===== config.mk =====
export PLATFORM = sky130hd
export DESIGN_NAME = ram_fifo_ctrl
export DESIGN_NICKNAME = d
export VERILOG_FILES = /design/src/rtl/ram_fifo_ctrl.sv
export SDC_FILE = /design/constraint.sdc
export NUM_CORES = 1
export LEC_CHECK = 0
export ABC_AREA = 1
export CAP_MARGIN = 20
export CELL_PAD_IN_SITES_DETAIL_PLACEMENT = 2
export CELL_PAD_IN_SITES_GLOBAL_PLACEMENT = 2
export CORE_UTILIZATION = 34
export CTS_BUF_LIST = sky130_fd_sc_hd__clkbuf_4 sky130_fd_sc_hd__clkbuf_8
export DETAILED_ROUTE_END_ITERATION = 8
export PLACE_DENSITY = 0.81
export SLEW_MARGIN = 20
export SYNTH_ARGS = -nofsm -noshare
export SYNTH_HDL_FRONTEND = slang
export SYNTH_SLANG_ARGS = --single-unit

===== constraint.sdc =====
create_clock -name clk -period 3.4 [get_ports clk]
set_input_delay 0.85 -clock clk [delete_from_list [all_inputs] [get_ports clk]]
set_output_delay 0.85 -clock clk [all_outputs]
set_load 0.02 [all_outputs]

===== src/rtl/ram_fifo_ctrl.sv =====
// Streaming FIFO controller in front of a single-port 1K x 16 RAM.
// Pushes become circular-buffer writes; reads are prefetched into a 4-entry output buffer.
module ram_fifo_ctrl #(
  parameter int DATA_W = 16,
  parameter int ADDR_W = 10,
  parameter int DEPTH  = 1 << ADDR_W
) (
  input  logic              clk,
  input  logic              rst_n,
  input  logic              s_valid,
  output logic              s_ready,
  input  logic [DATA_W-1:0] s_data,
  output logic              m_valid,
  input  logic              m_ready,
  output logic [DATA_W-1:0] m_data,
  output logic [ADDR_W-1:0] ram_addr,
  output logic [DATA_W-1:0] ram_in,
  output logic              ram_wr,
  output logic              ram_rd,
  input  logic [DATA_W-1:0] ram_out,
  output logic [ADDR_W+1:0] count,
  output logic              full,
  output logic              empty
);

  localparam int CNT_W  = ADDR_W + 1;
  localparam int OBUF_N = 4;

  logic [ADDR_W-1:0] wr_ptr_reg, wr_ptr_next;
  logic [ADDR_W-1:0] rd_ptr_reg, rd_ptr_next;
  logic [CNT_W-1:0]  ram_count_reg, ram_count_next;
  logic [1:0]        inflight_reg, inflight_next;
  logic [2:0]        obuf_count_reg, obuf_count_next;
  logic [1:0]        obuf_head_reg, obuf_head_next;
  logic [1:0]        obuf_tail_reg, obuf_tail_next;
  logic              last_was_read_reg, last_was_read_next;
  logic [DATA_W-1:0] obuf_reg [OBUF_N];

  logic [ADDR_W-1:0] ram_addr_reg, ram_addr_next;
  logic [DATA_W-1:0] ram_in_reg, ram_in_next;
  logic              ram_wr_reg, ram_wr_next;
  logic              ram_rd_reg, ram_rd_next;
  // RAM_OUT becomes valid the cycle after RD was presented; this flag marks that cycle.
  logic              capture_reg;

  logic       rd_req;
  logic       wr_grant;
  logic       rd_grant;
  logic       pop;
  logic [3:0] pending;

  function automatic logic [ADDR_W-1:0] ptr_inc(input logic [ADDR_W-1:0] ptr);
    if (ptr == ADDR_W'(DEPTH - 1)) begin
      return '0;
    end
    return ptr + ADDR_W'(1);
  endfunction

  assign pending  = 4'(obuf_count_reg) + 4'(inflight_reg);
  assign rd_req   = (ram_count_reg != '0) && (pending < 4'd4);
  assign full     = (ram_count_reg == CNT_W'(DEPTH));
  // Writes yield to a pending read unless the previous grant already went to a read.
  assign s_ready  = rst_n && !full && (!rd_req || last_was_read_reg);
  assign wr_grant = s_valid && s_ready;
  assign rd_grant = rd_req && !wr_grant;

  assign m_valid  = (obuf_count_reg != '0);
  assign pop      = m_valid && m_ready;
  assign m_data   = obuf_reg[obuf_head_reg];

  assign count    = (ADDR_W+2)'(ram_count_reg) + (ADDR_W+2)'(inflight_reg)
                  + (ADDR_W+2)'(obuf_count_reg);
  assign empty    = (count == '0);

  assign ram_addr = ram_addr_reg;
  assign ram_in   = ram_in_reg;
  assign ram_wr   = ram_wr_reg;
  assign ram_rd   = ram_rd_reg;

  always_comb begin
    wr_ptr_next        = wr_ptr_reg;
    rd_ptr_next        = rd_ptr_reg;
    ram_count_next     = ram_count_reg;
    last_was_read_next = last_was_read_reg;
    ram_addr_next      = ram_addr_reg;
    ram_in_next        = ram_in_reg;
    ram_wr_next        = 1'b0;
    ram_rd_next        = 1'b0;

    if (wr_grant) begin
      ram_addr_next      = wr_ptr_reg;
      ram_in_next        = s_data;
      ram_wr_next        = 1'b1;
      wr_ptr_next        = ptr_inc(wr_ptr_reg);
      ram_count_next     = ram_count_reg + CNT_W'(1);
      last_was_read_next = 1'b0;
    end else if (rd_grant) begin
      ram_addr_next      = rd_ptr_reg;
      ram_rd_next        = 1'b1;
      rd_ptr_next        = ptr_inc(rd_ptr_reg);
      ram_count_next     = ram_count_reg - CNT_W'(1);
      last_was_read_next = 1'b1;
    end
  end

  always_comb begin
    inflight_next   = inflight_reg + 2'(rd_grant) - 2'(capture_reg);
    obuf_count_next = obuf_count_reg + 3'(capture_reg) - 3'(pop);
    obuf_head_next  = pop ? obuf_head_reg + 2'd1 : obuf_head_reg;
    obuf_tail_next  = capture_reg ? obuf_tail_reg + 2'd1 : obuf_tail_reg;
  end

  always_ff @(posedge clk or negedge rst_n) begin
    if (!rst_n) begin
      wr_ptr_reg        <= '0;
      rd_ptr_reg        <= '0;
      ram_count_reg     <= '0;
      inflight_reg      <= '0;
      obuf_count_reg    <= '0;
      obuf_head_reg     <= '0;
      obuf_tail_reg     <= '0;
      last_was_read_reg <= 1'b0;
      ram_addr_reg      <= '0;
      ram_in_reg        <= '0;
      ram_wr_reg        <= 1'b0;
      ram_rd_reg        <= 1'b0;
      capture_reg       <= 1'b0;
    end else begin
      wr_ptr_reg        <= wr_ptr_next;
      rd_ptr_reg        <= rd_ptr_next;
      ram_count_reg     <= ram_count_next;
      inflight_reg      <= inflight_next;
      obuf_count_reg    <= obuf_count_next;
      obuf_head_reg     <= obuf_head_next;
      obuf_tail_reg     <= obuf_tail_next;
      last_was_read_reg <= last_was_read_next;
      ram_addr_reg      <= ram_addr_next;
      ram_in_reg        <= ram_in_next;
      ram_wr_reg        <= ram_wr_next;
      ram_rd_reg        <= ram_rd_next;
      capture_reg       <= ram_rd_reg;
    end
  end

  // Output buffer entries; space is guaranteed because reads are only issued when it exists.
  for (genvar gi = 0; gi < OBUF_N; gi++) begin : g_obuf
    always_ff @(posedge clk or negedge rst_n) begin
      if (!rst_n) begin
        obuf_reg[gi] <= '0;
      end else if (capture_reg && (obuf_tail_reg == 2'(gi))) begin
        obuf_reg[gi] <= ram_out;
      end
    end
  end

endmodule

==> impl_metrics.py <==
metrics = {
    "run_status": {
        "outcome": "complete, but fails checks",
        "violations": "setup timing",
    },
    "logic_synthesis": {
        "ys_warn_count": 0,
        "syn_nets": 882,
        "synth_top_area_cell": "dfrtp_1",
        "synth_top_cell_area_share_pct": 49.4,
        "yosys-top-cells-count": "nand2_1 (232), dfrtp_1 (134), o21ai_0 (110)",
        "synth.avg_cell_area_um2": 8.31,
        "yosys-top-cells-area": "dfrtp_1 (49%), nand2_1 (13%), o21ai_0 (8.1%)",
        "seq_area_frac_synth_pct": 49.4,
        "synth_cells": 817,
        "synthFlopType": "dfrtp_1",
        "syn_area_mm2": 0.00679,
        "synth_edf_count": 0,
        "synth.distinct_cells": 36,
        "synth_most_common_cell": "nand2_1",
        "synth.ff_latch_count": 134,
        "async_flop_share_pct": 100,
    },
    "sta": {
        "fmax_ghz": 0.261,
        "maxSlewHeadroom_pct": 29.4,
        "maxSlewViolCount": 0,
        "fin_hold_ws_ns": 0.432,
        "timing.final.ws_setup_ns": -0.438,
        "finalSetupViolCount": 9,
        "worst_slew_pin_slew_ns": 1.06,
        "hold_viol_final": 0,
        "finalCriticalPeriod_ns": 3.84,
        "rsz0062_at_grt": "true",
        "fin_crit_sh_pct": 113,
        "skew_ns": 0.0154,
    },
    "clock_network": {
        "cts_buffers": 17,
        "cts_tree": "done",
        "ctsRootBufferMaster": "clkbuf_8",
        "path_clk_slew_ns": 0.08,
        "cts_num_sinks": 134,
        "ctsHoldBuffers": 0,
        "clk_path_buf_depth": 2,
        "clk_latency_ns": 0.44,
        "h-tree-depth": 4,
    },
    "final_layout": {
        "area_growth_pct": 29.8,
        "nNetsFinal": 1002,
        "fin_util_pct": 45.1,
        "n_antenna_cell": 0,
        "layout-drive-gt1-share_pct": 12.9,
        "final_cells": 1214,
        "n_fill_cell": 2184,
        "largest_reg_flops": 64,
    },
    "floorplan": {
        "io_pins": 96,
        "dieWidth_um": 143,
        "die_y_um": 143,
        "start_util_pct": 34.8,
        "die_area_mm2": 0.0205,
        "placementRows": 51,
        "coreArea_mm2": 0.0195,
    },
    "global_routing": {
        "antenna_found_initial": 0,
        "track_usage_pct": 21.7,
        "first_global_vias": 6750,
        "grt_max_degree": 135,
        "grt_first_pass_wirelength_um": 34300,
        "overflow": 0,
    },
    "hold_path": {
        "hold_class": "in2async",
    },
    "drt": {
        "wl_met3_um": 454,
        "wl_met2_um": 10900,
        "firstDrtPassIters": 4,
        "drt_iter0_drc": 297,
        "vias": 6018,
        "highest_layer": "met4",
        "viasPerCell": 4.96,
        "wl_per_cell_um": 17.2,
        "drc": 0,
        "wl_met1_um": 9250,
        "drt-total-wl_um": 20900,
        "final_antenna_net_count": 0,
    },
    "pwr": {
        "pwr-share-comb_pct": 57.0,
        "swShare_pct": 44.2,
        "ir_drop_mv": 0.319,
        "p_sw_uw": 4550,
        "p_clk_share_pct": 15.1,
        "p_leak_uw": 0.00419,
        "powerDensity_mw_per_mm2": 1170,
        "seq_power_share_pct": 27.9,
        "internal_power_uw": 5730,
    },
    "critical_path": {
        "arrival_ns": 2.99,
        "r2r_end": "ram_count_reg[8]",
        "startpoint_type": "flop",
        "worst-endpoint-required_ns": 2.55,
        "rrSetupSlack_ns": 0.39,
        "r2r_start": "ram_count_reg[1]",
        "reg2reg_depth": 18,
        "criticalPathCategory": "reg2out",
        "endpoint_kind": "output port",
        "path_max_fanout": 2,
    },
    "place": {
        "placed_cells": 1179,
        "io_buffers": 95,
        "gp_congestion": 0.779,
        "place_hpwl_um": 14100,
    },
    "run": {
        "drv_cap": 0,
    },
}
## power groups by stage
| stage | Sequential [uW] | Clock, uW | Combinational, uW |
|---|---|---|---|
| final | 2870 | 1550 | 5860 |
| after detailed placement | 2870 | 0 | 5520 |
| after CTS | 2870 | 1600 | 5790 |
| after global routing | 2960 | 1660 | 6490 |
| after global placement | 2820 | 0 | 5260 |
| after floorplan | 2870 | 0 | 3120 |
## cells by family after synthesis
| group | Yosys count | share of synthesized area (%) |
|---|---|---|
| compound gates | 159 | 12.4 |
| xor+xnor | 30 | 3.87 |
| fa+ha+maj | 29 | 5.90 |
| buf+inv | 115 | 7.22 |
| flops | 134 | 49.4 |
| simple gates | 350 | 21.2 |
## how the worst max path moves through the flow
stage	slack, ns	cells after the start	from	to
floorplan	0.003	10	ram_count_reg[1]	empty
detailed placement	-0.51	13	ram_count_reg[1]	empty
global placement	-0.39	13	ram_count_reg[1]	empty
finish	-0.44	13	ram_count_reg[1]	empty
CTS	-0.47	13	ram_count_reg[1]	empty
global route	-0.68	13	ram_count_reg[1]	empty
## routing by layer
layer,vias up,GRT usage (%)
met5,-,0
met4,0,6.38
met3,27,3.27
met2,84,38.8
met1,3038,26.9
li1,2869,-
## critical path, stage by stage, from the launching register on
cell,delay [ns]
dfrtp_1,0.41
fa_1,0.55
ha_2,0.19
inv_2,0.04
fa_2,0.51
inv_1,0.05
nor2_1,0.08
nand2_1,0.07
nor2_1,0.11
nand3_1,0.10
nor2_1,0.10
nand4_1,0.11
nor2_2,0.10
buf_4,0.14
## stage by stage
stage	cell area, um2	total power, uW	TNS, ns	setup slack [ns]
6_report	8810	10300	-1.78	-0.438
3_3_place_gp	8180	8070	-1.44	-0.385
4_1_cts	8740	10300	-1.91	-0.465
3_5_place_dp	8180	8390	-2.25	-0.507
2_1_floorplan	6800	5980	0	0.00274
5_1_grt	8810	11100	-3.19	-0.681
## cells in the final DEF (no fill, tap or decap), types with 4 or more instances in the layout
cell,instances
buf_6,16
clkdlybuf4s50_1,82
fa_1,4
ha_1,23
dfrtp_1,134
o21ai_1,11
inv_2,8
a21oi_1,9
o21ai_0,110
buf_4,34
clkbuf_8,19
nand2_1,223
nor2_1,56
nand4_1,5
bufinv_16,5
nand2_2,10
inv_1,73
xor2_1,17
nand3_1,35
nor3_1,6
o22ai_1,16
xnor2_1,9
## cell type report
class                      instances  area (um2)  area share, %
tap                              265         332           3.76
timing repair buffer             135        1290           14.7
clock buffer                      19         262           2.97
clock inverter                    12         200           2.27
multi-input combinational        568        3070           34.8
sequential                       134        3350           38.0
inverter                          81         304           3.45
## repair_timing
action | 4_1_cts | 5_1_grt
buffers inserted | 5 | 1
setup endpoints to repair | 11 | 11
pin swaps | 9 | 4
resized for setup | 81 | 15
Power figures use the tool's default switching activity.
==> variant 1: new RTL, same settings <==
`ram_addr_reg` no longer has a reset.
--- a/src/rtl/ram_fifo_ctrl.sv
+++ b/src/rtl/ram_fifo_ctrl.sv
@@ -120,7 +120,6 @@
       obuf_head_reg     <= '0;
       obuf_tail_reg     <= '0;
       last_was_read_reg <= 1'b0;
-      ram_addr_reg      <= '0;
       ram_in_reg        <= '0;
       ram_wr_reg        <= 1'b0;
       ram_rd_reg        <= 1'b0;
@@ -134,12 +133,15 @@
       obuf_head_reg     <= obuf_head_next;
       obuf_tail_reg     <= obuf_tail_next;
       last_was_read_reg <= last_was_read_next;
-      ram_addr_reg      <= ram_addr_next;
       ram_in_reg        <= ram_in_next;
       ram_wr_reg        <= ram_wr_next;
       ram_rd_reg        <= ram_rd_next;
       capture_reg       <= ram_rd_reg;
     end
+  end
+
+  always_ff @(posedge clk) begin
+    ram_addr_reg <= ram_addr_next;
   end
 
   // Output buffer entries; space is guaranteed because reads are only issued when it exists.
Function: differs if rst_n is asserted again (counterexample within 4 cycles, from zero or initial values and one cycle with rst_n low); with rst_n held inactive, the same outputs for 10 cycles.
==> variant 1 against the original RTL <==
- the flow still finishes with violations (setup timing)
- area after synthesis up 0.26%
- setup slack worse by 0.18 ns
- first-iteration DRC count down 26%
- routed wire length up 7.2%
- power up 6.4%
- count of clock-buffer cells in the layout up 3
- via count up 1.5%
- sequential cell count unchanged
- design area up 1.4%
- sequential share of layout area about the same
- final cell count down 1.1%
- synthesized cell count down 2.1%
- critical path type unchanged
- largest power group unchanged
- highest routed layer unchanged
==> variant 1: results (changes against the original RTL) <==
{| class="wikitable"
! Metric !! Value
|-
| Run status || complete, but fails checks
|-
| Violations in the final reports || setup timing
|-
| Cell Count Post-Placement || 1,163 (-1.4%)
|-
| Largest incremental delay on the critical path || 0.59 ns (+0.04 ns)
|-
| Top cells by area, synth || dfrtp_1, nand2_1, o21ai_0
|-
| Worst hold slack || 0.380 ns (-0.0522 ns)
|-
| Leakage power total || 0.00424 uW (+1.2%)
|-
| Final worst setup slack || -0.616 ns (-0.177 ns)
|-
| Synthesized net count || 865 (-1.9%)
|-
| Routed via count || 6,110 (+1.5%)
|-
| Root Buffer || clkbuf_8
|-
| Global-route wire length before repair || 36,200 microns (+5.7%)
|-
| Share of cells above drive strength 1 || 15.3% (+2.4 points)
|-
| Least-Margin Pin Slew || 0.774 ns (-0.283 ns)
|-
| Post-synthesis sequential area ratio || 50.0% (+0.61 points)
|-
| Fraction of registers with async set or reset after synthesis || 92.5% (-7.5 points)
|-
| Placer Congestion || 0.838 (+7.6%)
|-
| Final setup violation count || 10 (+1)
|-
| Startpoint of the most critical register-to-register path || ram_count_reg[1]
|-
| Initial antenna violation count || 0 (unchanged)
|-
| EDFF count, synth || 10 (+10)
|-
| Post-DP Area || 8190 sq um (+0.17%)
|-
| Commonest cells in the synthesized netlist || nand2_1, dfrtp_1, o21ai_0, inv_1, nor2_1
|-
| Antenna diode instance count || 0 (unchanged)
|-
| Longest Clk Path Bufs || 2 (unchanged)
|-
| Worst clock skew on the final layout || 0.0156 ns (+0.000191 ns)
|-
| Inserted Clock Buffers || 17 (unchanged)
|-
| Worst-case reg-to-reg path depth || 18 (unchanged)
|-
| Filler Cells Inserted || 2,126 (-2.7%)
|-
| Initial DRC Count || 220 (-26%)
|-
| Dominant register cell in the synthesized netlist || dfrtp_1
|-
| Detailed Routing Iterations Pass 1 || 4 (unchanged)
|-
| Number of global-route vias before repair || 6,961 (+3.1%)
|-
| Clock latency on the worst-skew pair || 0.46 ns (+0.02 ns)
|-
| Count of synthesis-stage warnings from yosys || 0 (unchanged)
|-
| Mean number of vias per cell || 5.09 (+2.6%)
|-
| Worst reg2reg path endpoint || ram_count_reg[8]
|-
| Data arrival, critical path || 3.17 ns (+0.18 ns)
|-
| WL per Instance || 18.7 microns (+8.3%)
|-
| Fin nets || 989 (-1.3%)
|-
| Depth of the CTS H-tree || 4 (unchanged)
|-
| Setup TNS || -2.77 ns (-0.984 ns)
|-
| Register-to-register setup slack || 0.22 ns (-0.17 ns)
|-
| HPWL after DPL || 15,000 microns (+6.6%)
|-
| Clock-pin slew on the worst setup and hold paths || approximately 0.070 ns
|-
| Maximum resistive drop on vdd || 0.362 mV (+13%)
|-
| Pin count of the biggest net entering global routing || 80 (-41%)
|-
| GRT Resource Usage Total || 23.1% (+1.5 points)
|-
| Gate count after technology mapping || 800 (-2.1%)
|-
| Class of the tightest hold or removal check || flop to flop
|}
[variant 1: area by class of cell]
type                       instances  area [sq um]  share of cell area, %
clock inverter                     9           199                   2.23
tap                              265           332                   3.71
timing repair buffer             137          1320                   14.7
inverter                          88           334                   3.74
clock buffer                      22           284                   3.18
multi-input combinational        546          3070                   34.3
sequential                       134          3400                   38.1
[variant 1: logic make-up after synthesis]
| family | share of synthesized area (%) |
|---|---|
| simple gates | 19.8 |
| compound gates | 13.5 |
| flops | 50.0 |
| buf+inv | 7.39 |
| fa+ha+maj | 5.88 |
| xor+xnor | 3.47 |
[variant 1: how the worst min path moves through the flow]
| stage | startpoint | end | cells past startpoint |
|---|---|---|---|
| 2_1_floorplan | obuf_reg[16] | obuf_reg[16] | 2 |
| 3_3_place_gp | ram_rd | capture_reg | 0 |
| 3_5_place_dp | ram_rd | capture_reg | 0 |
| 4_1_cts | ram_rd | capture_reg | 0 |
| 5_1_grt | ram_rd | capture_reg | 0 |
| 6_report | ram_rd | capture_reg | 0 |
[variant 1: through the flow]
step	utilization, %	setup slack, ns	total power [uW]
floorplan	-	0.0168	6130
global route	45.8	-0.757	11800
detailed placement	42.0	-0.721	8740
global placement	42.0	-0.446	8250
CTS	45.3	-0.586	10800
finish	45.8	-0.616	10900
[variant 1: per-layer routing]
layer / share of wire, % / track usage, % / vias up
met1: 42 / 26.6 / 3127
met5: 0 / 0 / -
met2: 53 / 41.5 / 94
li1: - / - / 2844
met3: 2.5 / 4.03 / 45
met4: 3.4 / 10.9 / 0
[variant 1: report_power, final]
group	leakage [uW]	switching [uW]	internal [uW]	total, uW
combinational	0.00237	3590	2680	6270
clock	0.000247	642	1010	1650
sequential	0.00162	610	2410	3020
[variant 1: timing repair]
action / in CTS / in global routing
pin swaps: 9 / 5
buffers inserted: 9 / 4
gates resized for setup: 94 / 19
setup endpoints to repair: 12 / 15
==> variant 2: new RTL, config.mk and constraints unchanged <==
Made on the original files. The parameter `ADDR_W` goes from 10 to 8.
--- a/src/rtl/ram_fifo_ctrl.sv
+++ b/src/rtl/ram_fifo_ctrl.sv
@@ -2,7 +2,7 @@
 // Pushes become circular-buffer writes; reads are prefetched into a 4-entry output buffer.
 module ram_fifo_ctrl #(
   parameter int DATA_W = 16,
-  parameter int ADDR_W = 10,
+  parameter int ADDR_W = 8,
   parameter int DEPTH  = 1 << ADDR_W
 ) (
   input  logic              clk,
Ports: changed (resized count and ram_addr); port bits go from 96 to 92. No check against the original RTL was run, so the function may have changed too.
==> variant 2 against the original RTL <==
- first-iteration DRC count down 52%
- area after synthesis decreased by 10%
- hold slack improved by 0.014 ns
- critical path type unchanged
- highest routed layer unchanged
- power fell by 8.4%
- routed wire length down 8.3%
- the flow still finishes with violations (setup timing)
- sequential cell count decreased by 8
- design area shrank 10%
- critical path depth down 3
- setup slack better by 0.058 ns
==> variant 2: results (changes against the original RTL) <==
{| class="wikitable"
! Metric !! Value
|-
| Inserted Clock Buffers || 17 (unchanged)
|-
| Leakage power total || 0.00376 uW (-10%)
|-
| Initial DRC Count || 144 (-52%)
|-
| Number of buffers inserted by port buffering || 91 (-4.2%)
|-
| Filler Cells Inserted || 1,918 (-12%)
|-
| Maximum resistive drop on vdd || 0.432 mV (+35%)
|-
| Clock-pin slew on the worst setup and hold paths || 0.07 ns
|-
| GR Util met3 || 4.47% (+1.2 points)
|-
| WL per Instance || 18.3 microns (+6.3%)
|-
| Worst-case reg-to-reg path depth || 17 (-1)
|-
| Switching share of total power || 44.1% (-0.12 points)
|-
| Worst clock skew on the final layout || 0.00983 ns (-0.00559 ns)
|-
| Final worst setup slack || -0.381 ns (+0.0576 ns)
|-
| Violations in the final reports || setup timing
|-
| Placer Congestion || 0.774 (-0.62%)
|-
| Routed via count || 5,310 (-12%)
|-
| Data arrival, critical path || 2.93 ns (-0.06 ns)
|-
| Top cells by area, synth || dfrtp_1, nand2_1, o21ai_0
|-
| Global-route wire length before repair || 31,600 microns (-7.9%)
|-
| Least-Margin Pin Slew || 0.879 ns (-0.178 ns)
|-
| Startpoint of the most critical register-to-register path || obuf_count_reg[1]
|-
| Global routing usage on met2 || 40.3% (+1.5 points)
|-
| Run status || complete, but fails checks
|-
| Total detailed-routing wirelength || 19,200 microns (-8.3%)
|-
| Number of different library cells in the post-synthesis netlist || 33 (-8.3%)
|-
| Post-DP Area || 7280 sq um (-11%)
|-
| Final setup violation count || 8 (-1)
|-
| Cell Count Post-Placement || 1,010 (-14%)
|-
| Commonest cells in the synthesized netlist || nand2_1, dfrtp_1, o21ai_0, inv_1, nor2_1
|-
| GRT Resource Usage Total || 22.4% (+0.78 points)
|-
| Gate count after technology mapping || 704 (-14%)
|-
| Slowest library cell on the worst path || fa_2
|-
| Register-to-register setup slack || 0.37 ns (-0.02 ns)
|-
| Post-synthesis sequential area ratio || 51.8% (+2.4 points)
|-
| Number of global-route vias before repair || 6,096 (-9.7%)
|-
| Share of cells above drive strength 1 || 12.3% (-0.57 points)
|-
| Fin nets || 872 (-13%)
|-
| Pin count of the biggest net entering global routing || 69 (-49%)
|-
| Class of the tightest hold or removal check || flop to flop
|-
| Met1 track demand over resource || 26.4% (-0.50 points)
|-
| Synthesized net count || 767 (-13%)
|-
| HPWL after DPL || 12,700 microns (-10%)
|-
| Initial antenna violation count || 0 (unchanged)
|-
| Largest incremental delay on the critical path || 0.50 ns (-0.05 ns)
|}
-- variant 2: cell types whose count changed after synthesis, sizes merged, moves of 3 or more --
cell / change
nand2: -33
inv: -23
buf: -4
nand4: -3
o21ai: -9
nand3: -9
dfrtp: -8
a21oi: -3
nor3: -3
nor2: -11
-- variant 2: cell families after synthesis --
| logic type | Yosys count | synth area share, % |
|---|---|---|
| and+or+nand+nor | 293 | 19.6 |
| buffers and inverters | 88 | 6.12 |
| adders and majority gates | 27 | 6.17 |
| xor gates and xnor gates | 29 | 4.17 |
| DFF | 126 | 51.8 |
| AOI/OAI and AO/OA | 141 | 12.2 |
-- variant 2: power groups by stage --
stage / Combinational, uW / Clock (uW) / Sequential [uW]
final: 5140 / 1540 / 2740
after floorplan: 2770 / 0 / 2730
after CTS: 4960 / 1570 / 2730
after global placement: 4510 / 0 / 2670
after detailed placement: 4760 / 0 / 2740
after global routing: 5680 / 1630 / 2830
-- variant 2: timing repair --
action | 4_1_cts | 5_1_grt
pin swaps | 6 | 8
setup endpoints to repair | 11 | 8
cloned | 0 | 0
hold buffers | 0 | 0
buffers inserted | 4 | 4
resized for setup | 46 | 17
-- variant 2: worst register-to-register path: stages (launching register included) --
cell	delay (ns)
dfrtp_1	0.41
buf_4	0.17
ha_1	0.27
nand3_1	0.07
nand3_1	0.12
inv_1	0.13
nand3_2	0.13
nand3_4	0.14
inv_2	0.06
fa_1	0.39
o21ai_0	0.46
nand3_1	0.13
nand3_1	0.13
inv_1	0.05
nand2_1	0.09
nand2_1	0.07
nand2_1	0.06
nand2_1	0.05
-- variant 2: worst max-delay path by stage --
stage	depth (start not counted)	slack [ns]	endpoint
after floorplan	11	0.03	empty
after global placement	12	-0.33	empty
after detailed placement	12	-0.43	empty
after CTS	12	-0.28	empty
after global routing	12	-0.53	empty
final	10	-0.38	empty
-- variant 2: layout make-up --
type / instances / area (sq um) / share of cell area [%]
Sequential cell: 126 / 3150 / 40.0
Clock inverter: 11 / 188 / 2.38
Tap cell: 225 / 282 / 3.57
Timing Repair Buffer: 116 / 1100 / 13.9
Inverter: 58 / 224 / 2.84
Multi-Input combinational cell: 490 / 2670 / 33.8
Clock buffer: 21 / 277 / 3.50
-- variant 2: metrics by stage --
stage | utilization, % | setup TNS (ns) | setup WS (ns) | hold WS (ns)
after global placement | 41.8 | -0.357 | -0.333 | 0.423
after detailed placement | 41.8 | -0.726 | -0.435 | 0.441
final | 45.3 | -1.38 | -0.381 | 0.446
after floorplan | - | 0 | 0.0279 | 0.448
after global routing | 45.3 | -2.27 | -0.530 | 0.452
after CTS | 44.8 | -0.928 | -0.277 | 0.459
-- variant 2: metal layers --
metal / wire (microns) / vias up
met1: 8030 / 2727
met2: 10200 / 82
li1: - / 2473
met5: 0 / -
met3: 636 / 28
met4: 333 / 0
